## config.mk

```make
export PLATFORM = sky130hd
export DESIGN_NAME = adder_share_arb
export DESIGN_NICKNAME = d
export VERILOG_FILES = /design/src/rtl/adder_share_arb.sv
export SDC_FILE = /design/constraint.sdc
export NUM_CORES = 1
export LEC_CHECK = 0
export ABC_AREA = 1
export ABC_CLOCK_PERIOD_IN_PS = 2000
export BUFFER_PORTS_ARGS = -buffer_cell sky130_fd_sc_hd__buf_4
export CAP_MARGIN = 20
export CORE_MARGIN = 4
export CORE_UTILIZATION = 40
export CTS_CLUSTER_DIAMETER = 100
export DETAILED_ROUTE_END_ITERATION = 7
export PLACE_DENSITY = 0.73
export SYNTH_ARGS = -nofsm -noshare
export SYNTH_HDL_FRONTEND = slang
export SYNTH_SLANG_ARGS = --single-unit
```

## constraint.sdc

```tcl
create_clock -name clk -period 2 [get_ports clk]
set_clock_uncertainty 0.15 [all_clocks]
set_input_delay 0.1 -clock clk [delete_from_list [all_inputs] [get_ports clk]]
set_output_delay 0.1 -clock clk [all_outputs]
set_load 0.005 [all_outputs]
```

## src/rtl/adder_share_arb.sv

```systemverilog
// Round-robin arbiter sharing one external ripple-carry adder among NREQ requesters.
// Optional carry-out counter enabled by define ADDER_ARB_OVF_CNT_EN (ovf_cnt tied to 0 otherwise).
// Latency: accept edge -> CALC -> RESP; rsp_ready low holds RESP and blocks new grants.
module adder_share_arb #(
  parameter int WIDTH = 8,
  parameter int NREQ  = 4,
  localparam int IDW  = $clog2(NREQ)
) (
  input  logic                  clk,
  input  logic                  rst_n,
  input  logic [NREQ-1:0]       req_valid,
  output logic [NREQ-1:0]       req_ready,
  input  logic [NREQ*WIDTH-1:0] req_a,
  input  logic [NREQ*WIDTH-1:0] req_b,
  output logic [WIDTH-1:0]      add_a,
  output logic [WIDTH-1:0]      add_b,
  input  logic [WIDTH-1:0]      add_sum,
  input  logic                  add_cout,
  output logic                  rsp_valid,
  input  logic                  rsp_ready,
  output logic [IDW-1:0]        rsp_id,
  output logic [WIDTH-1:0]      rsp_sum,
  output logic                  rsp_cout,
  output logic [15:0]           ovf_cnt
);

  typedef enum logic [1:0] {IDLE, CALC, RESP} state_t;

  state_t           state_q, state_d;
  logic [IDW-1:0]   ptr_q, ptr_d;
  logic [IDW-1:0]   id_q, id_d;
  logic [WIDTH-1:0] opa_q, opa_d;
  logic [WIDTH-1:0] opb_q, opb_d;
  logic [WIDTH-1:0] sum_q, sum_d;
  logic             cout_q, cout_d;

  logic             gnt_vld;
  logic [IDW-1:0]   gnt_idx;

  // Scan from farthest to nearest offset so the lowest offset after ptr wins.
  always_comb begin
    gnt_vld = 1'b0;
    gnt_idx = '0;
    for (int k = NREQ; k >= 1; k--) begin
      if (req_valid[(int'(ptr_q) + k) % NREQ]) begin
        gnt_vld = 1'b1;
        gnt_idx = IDW'((int'(ptr_q) + k) % NREQ);
      end
    end
  end

  always_comb begin
    state_d   = state_q;
    ptr_d     = ptr_q;
    id_d      = id_q;
    opa_d     = opa_q;
    opb_d     = opb_q;
    sum_d     = sum_q;
    cout_d    = cout_q;
    req_ready = '0;
    unique case (state_q)
      IDLE: begin
        if (gnt_vld) begin
          req_ready[gnt_idx] = 1'b1;
          opa_d   = req_a[gnt_idx*WIDTH +: WIDTH];
          opb_d   = req_b[gnt_idx*WIDTH +: WIDTH];
          id_d    = gnt_idx;
          state_d = CALC;
        end
      end
      CALC: begin
        sum_d   = add_sum;
        cout_d  = add_cout;
        state_d = RESP;
      end
      RESP: begin
        if (rsp_ready) begin
          ptr_d   = id_q;
          state_d = IDLE;
        end
      end
      default: state_d = IDLE;
    endcase
  end

  always_ff @(posedge clk or negedge rst_n) begin
    if (!rst_n) begin
      state_q <= IDLE;
      ptr_q   <= IDW'(NREQ - 1);
      id_q    <= '0;
      opa_q   <= '0;
      opb_q   <= '0;
      sum_q   <= '0;
      cout_q  <= 1'b0;
    end else begin
      state_q <= state_d;
      ptr_q   <= ptr_d;
      id_q    <= id_d;
      opa_q   <= opa_d;
      opb_q   <= opb_d;
      sum_q   <= sum_d;
      cout_q  <= cout_d;
    end
  end

  assign add_a     = opa_q;
  assign add_b     = opb_q;
  assign rsp_valid = (state_q == RESP);
  assign rsp_id    = id_q;
  assign rsp_sum   = sum_q;
  assign rsp_cout  = cout_q;

`ifdef ADDER_ARB_OVF_CNT_EN
  logic [15:0] ovf_q, ovf_d;

  // Counts at the same edge the result is captured; sticks at all-ones.
  always_comb begin
    ovf_d = ovf_q;
    if (state_q == CALC && add_cout && ovf_q != 16'hFFFF) begin
      ovf_d = ovf_q + 16'd1;
    end
  end

  always_ff @(posedge clk or negedge rst_n) begin
    if (!rst_n) begin
      ovf_q <= '0;
    end else begin
      ovf_q <= ovf_d;
    end
  end

  assign ovf_cnt = ovf_q;
`else
  assign ovf_cnt = '0;
`endif

endmodule
```

# Word level (Yosys, flattened, before mapping)
# Cells that the tools add are included.
# Widths: inputs -> output; s select.
dict set report word_totals {
  regBits 31
}
dict set report op_classes {
  n_addsub 4
  order_cmp 6
  n_eq_ne 4
  shift 2
  mux 27
  bitwise_logic 4
  n_reduce_logical 9
}
# op n
set op_table {}
lappend op_table {{$shiftx 32x6->8} 2}
lappend op_table {{$lt 3x4->1 const B} 4}
lappend op_table {{$mux 1} 13}
lappend op_table {{$mux 2} 6}
lappend op_table {{$bmux 1 s2} 4}
lappend op_table {{$mux 4} 2}
lappend op_table {{$reduce_or 2->1} 4}
lappend op_table {{$pmux 2 s3} 1}
lappend op_table {{$reduce_and 2->1} 3}
lappend op_table {{$add 2x1->2 const B} 2}
lappend op_table {{$add 2x2->2 const B} 2}
lappend op_table {{$and 1x1->1 const A} 4}
lappend op_table {{$lt 2x3->1 const B} 1}
lappend op_table {{$demux 1 s2} 1}
lappend op_table {{$eq 2x1->1 const B} 1}
lappend op_table {{$eq 2x2->1 const B} 1}
lappend op_table {{$ge 2x1->1 const B} 1}
lappend op_table {{$logic_not 2->1} 1}
lappend op_table {{$ne 2x1->1 const B} 1}
lappend op_table {{$ne 2x2->1 const B} 1}
lappend op_table {{$logic_and 1x1->1} 1}

# Logic depth before layout (Yosys ltp)
dict set report logic_depth {
  depth_word 16
  mapped_depth 16
  depth_no_buf 14
}

# Worst setup path before layout
# OpenSTA, ideal clock, no wires.
dict set report synth_path {
  path_type {reg-to-reg}
  from {reg ptr_q[0]}
  to {reg opa_q[1], in the netlist add_a[1]}
  setup_ns 0.124
  arrival_time_ns 1.638
  required_ns 1.726
  setup_slack_ns 0.088
  path_stages_with_launch 13
  synth_period_minus_slack_ns 1.912
  cell_sequence {dfstp_2 > buf_6 > nand2_1 > nand2_2 > nand2_1 > nand2_1 > nand2_1 > nand3_2 > nand2_2 > buf_2 > or2_2 > nand3_1 > nand3_1}
}
dict set report synth_via {
  elab_chain_len 9
  word_cells_on_any_way 26
  classes_between {add/sub: 4; shift: 1; mux: 20; reduce/logical: 1}
}
# item line
set synth_lines {}
lappend synth_lines {{from (decl)} 30} ;# logic [IDW-1:0] ptr_q, ptr_d;
lappend synth_lines {{from (signal assigned)} 89} ;# ptr_q <= IDW'(NREQ - 1);
lappend synth_lines {{from (signal assigned)} 97} ;# ptr_q <= ptr_d;
lappend synth_lines {{$add 2x1->2} {45, 47}}
lappend synth_lines {{$bmux 1 s2} 45} ;# if (req_valid[(int'(ptr_q) + k) % NREQ]) begin
lappend synth_lines {{$mux 1 (implied by the code) (2 in a row)} 45}
lappend synth_lines {{$mux 2 / $mux 1 (equally long branches) (4 in a row)} 45}
lappend synth_lines {{$shiftx 32x6->8 / $reduce_and 2->1 (equally long branches)} -}
lappend synth_lines {{to (signal assigned)} 99} ;# opa_q <= opa_d;
lappend synth_lines {{to (decl)} 32} ;# logic [WIDTH-1:0] opa_q, opa_d;
# Several ways; a longest one is shown, not always the timed one. The select of a mux whose other input is x is not followed.
# A chain may end at the register's enable or synchronous reset.

# Worst setup path in the final report
dict set report layout_path {
  from {reg ptr_q[1]}
  to {reg opb_q[1], in the netlist add_b[1]}
}
dict set report layout_via {
  elab_chain_len 9
  word_cells_on_any_way 26
  classes_between {add/sub: 4; shift: 1; mux: 20; reduce/logical: 1}
}
# item line
set layout_lines {}
lappend layout_lines {{$add 2x1->2} {45, 47}}
lappend layout_lines {{$bmux 1 s2} 45}
lappend layout_lines {{$mux 1 (implied by the code) (2 in a row)} 45}
lappend layout_lines {{$mux 2 / $mux 1 (equally long branches) (4 in a row)} 45}
lappend layout_lines {{$shiftx 32x6->8 / $reduce_and 2->1 (equally long branches)} -}
lappend layout_lines {{to (signal assigned)} 100} ;# opb_q <= opb_d;
lappend layout_lines {{to (decl)} 33} ;# logic [WIDTH-1:0] opb_q, opb_d;
# Several ways; a longest one is shown, not always the timed one. The select of a mux whose other input is x is not followed.

==> flow_metrics.py <==
metrics = {
    "final_layout": {
        "final_layout_size_suffix_gt1_share_pct": 41.21,
        "finalInstanceArea_sq_um": 3889,
        "final_common_cell": "buf_4",
        "syn_to_final_growth_pct": 71.05,
        "final_nets": 591,
        "final_cell_mix": "buf_4, nand2_1, inv_1",
        "num-fill-cells": 428,
        "diodes": 0,
    },
    "power_and_ir_drop": {
        "combPwrFrac_pct": 74.5,
        "switching_share_pct": 44.07,
        "total_power_mw": 6.649,
        "power_density_nw_per_um2": 1710,
        "power.switching_mw": 2.930,
        "p_seq_share_pct": 17.7,
        "peakVddDrop_v": 0.0009943,
        "p_leak_nw": 2.230,
        "clkPwrFrac_pct": 7.8,
        "intPower_mw": 3.719,
    },
    "drt": {
        "drt_wl_total_microns": 8337,
        "first_iter_violations": 213,
        "routed-via-count": 2791,
        "wire_per_inst_microns": 14.28,
        "antenna_left": 0,
        "viasPerCell": 4.779,
        "firstDrtPassIters": 5,
        "drc": 0,
    },
    "floorplanning": {
        "rows": 27,
        "core-area_sq_um": 5507,
        "start_util_pct": 41.29,
        "die_area_sq_um": 6954,
        "die_w_microns": 83.39,
        "io_pins": 128,
        "fp.dieH_microns": 83.39,
    },
    "grt": {
        "grt_first_pass_wirelength_microns": 12680,
        "use_met3_pct": 4.762,
        "grt_pass1_vias": 2716,
        "antenna_found_initial": 0,
        "top_usage_layer": "met2",
        "grt_max_degree": 32,
        "grt_use_met2_pct": 40.01,
        "overflow": 0,
        "grtUsageTotal_pct": 22.00,
        "grt_use_met1_pct": 25.68,
    },
    "cts": {
        "clk_pin_slew_ps": 70,
        "htree_levels": 2,
        "cts_tree": "yes",
        "clkSinkCount": 31,
        "clock_latency_ps": 290,
        "cts_buffers": 5,
        "clk_path_buf_depth": 2,
        "cts-root-buf": "clkbuf_8",
    },
    "yosys": {
        "synth_seq_cells": 31,
        "synthMuxAreaShare_pct": 4.458,
        "synth_top_family_by_area": "simple AND/OR/NAND/NOR gates",
        "synthCells": 348,
        "ys_types": 21,
        "avgSynthCellArea_sq_um": 6.533,
        "yosysWarnings": 0,
        "synthSimpleGateAreaFrac_pct": 38.41,
        "syn_area_sq_um": 2273,
        "synth_fa_ha_area_share_pct": 0,
        "synth_compound_area_share_pct": 1.761,
        "synth-xor-area-share_pct": 0,
        "yosysSeqAreaShare_pct": 34.23,
    },
    "setup_path": {
        "critPathRequiredTime_ps": 2020,
        "crit_path_start_kind": "register",
        "critPathArrivalTime_ps": 2390,
        "worst-setup-path-type": "reg2reg",
        "path_max_fanout": 23,
        "reg2regPathDepth": 14,
        "critPathCaptureType": "register",
    },
    "min_path": {
        "hold_class": "in2reg",
        "whs_path_depth": 4,
    },
    "placed_design": {
        "port_buffers": 111,
        "hpwlAfterDp_microns": 5302,
        "gp_congestion": 0.8481,
        "place_ws_ps": -145.7,
        "placed_area_sq_um": 3222,
    },
    "timing": {
        "setup_tns_ps": -6049,
        "post-route-period-util_pct": 118.4,
        "setup_slack_ps": -368.8,
        "period_needed_ps": 2369,
        "hold_viol": 1,
        "whs_ps": -0.9689,
        "setup-violations-final": 20,
        "max_freq_ghz": 0.4222,
        "rsz0062_at_grt": "true",
        "maxSlewViolCount": 0,
    },
    "status": {
        "status": "finished with violations",
        "violations": "negative hold slack, negative setup slack",
    },
    "run": {
        "maxCapViolCount": 0,
    },
}
==> sequential cells by signal (all words and copies together), names as in the netlist <==
signal    cells
rsp_cout      1
state_q       2
add_a         8
ptr_q         2
add_b         8
rsp_sum       8
rsp_id        2
==> worst max-delay path: stages, from the launching register on <==
cell and delay (ps):
dfstp_2 590, inv_1 100, nand2_1 100, nand2_2 70, nand2_2 80, nand2_1 80
nand2_2 100, nand2_2 80, nand2_2 120, nand2_4 80, buf_4 140, buf_12 140
or2_2 270, nand3_1 80, nand3_1 70
==> routing by layer <==
layer  routed length, microns  part of all wire, %  vias to the layer above
met4                      108                  1.3                        0
met2                     4437                   53                      136
met3                      592                  7.1                       16
met5                        0                    0                        -
met1                     3199                   38                     1293
li1                         -                    -                     1346
==> area by class of cell <==
type / count / area (sq um) / share of cell area, %
clock buffers: 7 / 86.33 / 2.220
clock inverters: 1 / 5.005 / 0.1287
flip-flops and latches: 31 / 778.2 / 20.01
well taps: 72 / 90.09 / 2.317
inverters: 68 / 260.3 / 6.692
repair buffers: 172 / 1449 / 37.26
multi-input cells: 233 / 1220 / 31.37
==> final timing paths <==
check / startpoint / endpoint / slack, ps
hold / removal: req_a[21] / add_a[5] / -1
setup / recovery: ptr_q[1] / add_b[1] / -370
setup reg to reg: ptr_q[1] / add_b[1] / -370
hold reg to reg: add_a[0] / add_a[0] / 330
max in group asynchronous: rst_n / ptr_q[1] / 1210
min in group asynchronous: rst_n / rsp_sum[2] / 160
==> synthesized netlist by cell type <==
cell type,count,area share (%)
nand2_1,111,18
inv_1,66,11
nand3_1,62,14
dfrtp_1,29,32
buf_4,17,5.6
nor2_1,10,1.7
mux2_2,9,4.5
or2_1,8,2.2
buf_2,6,1.3
o21ai_0,6,1.3
clkbuf_1,4,0.66
or2_2,4,1.1
buf_6,3,1.5
nand2_2,3,0.83
dfstp_2,2,2.3
inv_2,2,0.33
o21ai_1,2,0.44
buf_8,1,0.66
conb_1,1,0.16
nand3_2,1,0.44
nor3_1,1,0.22
==> stage by stage <==
stage	util [%]	std cells
6_report	70.62	584
3_5_place_dp	58.51	537
3_3_place_gp	58.51	537
2_1_floorplan	-	363
5_1_grt	70.62	584
4_1_cts	67.83	580
==> kinds of logic (layout without fill, tap and decap cells) <==
group / count (synthesis) / in the layout
buffers and inverters: 99 / 248
DFF: 31 / 31
muxes: 9 / 9
AOI/OAI and AO/OA: 8 / 8
other: 1 / 16
and+or+nand+nor: 200 / 200
==> power groups by stage <==
stage          clock [mW]  sequential [mW]  combinational, mW
5_1_grt             0.551             1.22               5.44
6_report            0.517             1.18               4.95
3_3_place_gp            0             1.16               3.69
3_5_place_dp            0             1.17               3.75
4_1_cts             0.525             1.16               4.37
2_1_floorplan           0             1.17               2.30
==> timing repair <==
action,in CTS,in global routing
setup buffers,11,5
hold buffers,24,0
pin swaps,12,17
resized for setup,26,31
endpoints found under the hold margin,47,0
endpoints found under the setup margin,22,22
gates cloned,1,1
Note: power is estimated with default switching activity, not from simulation.
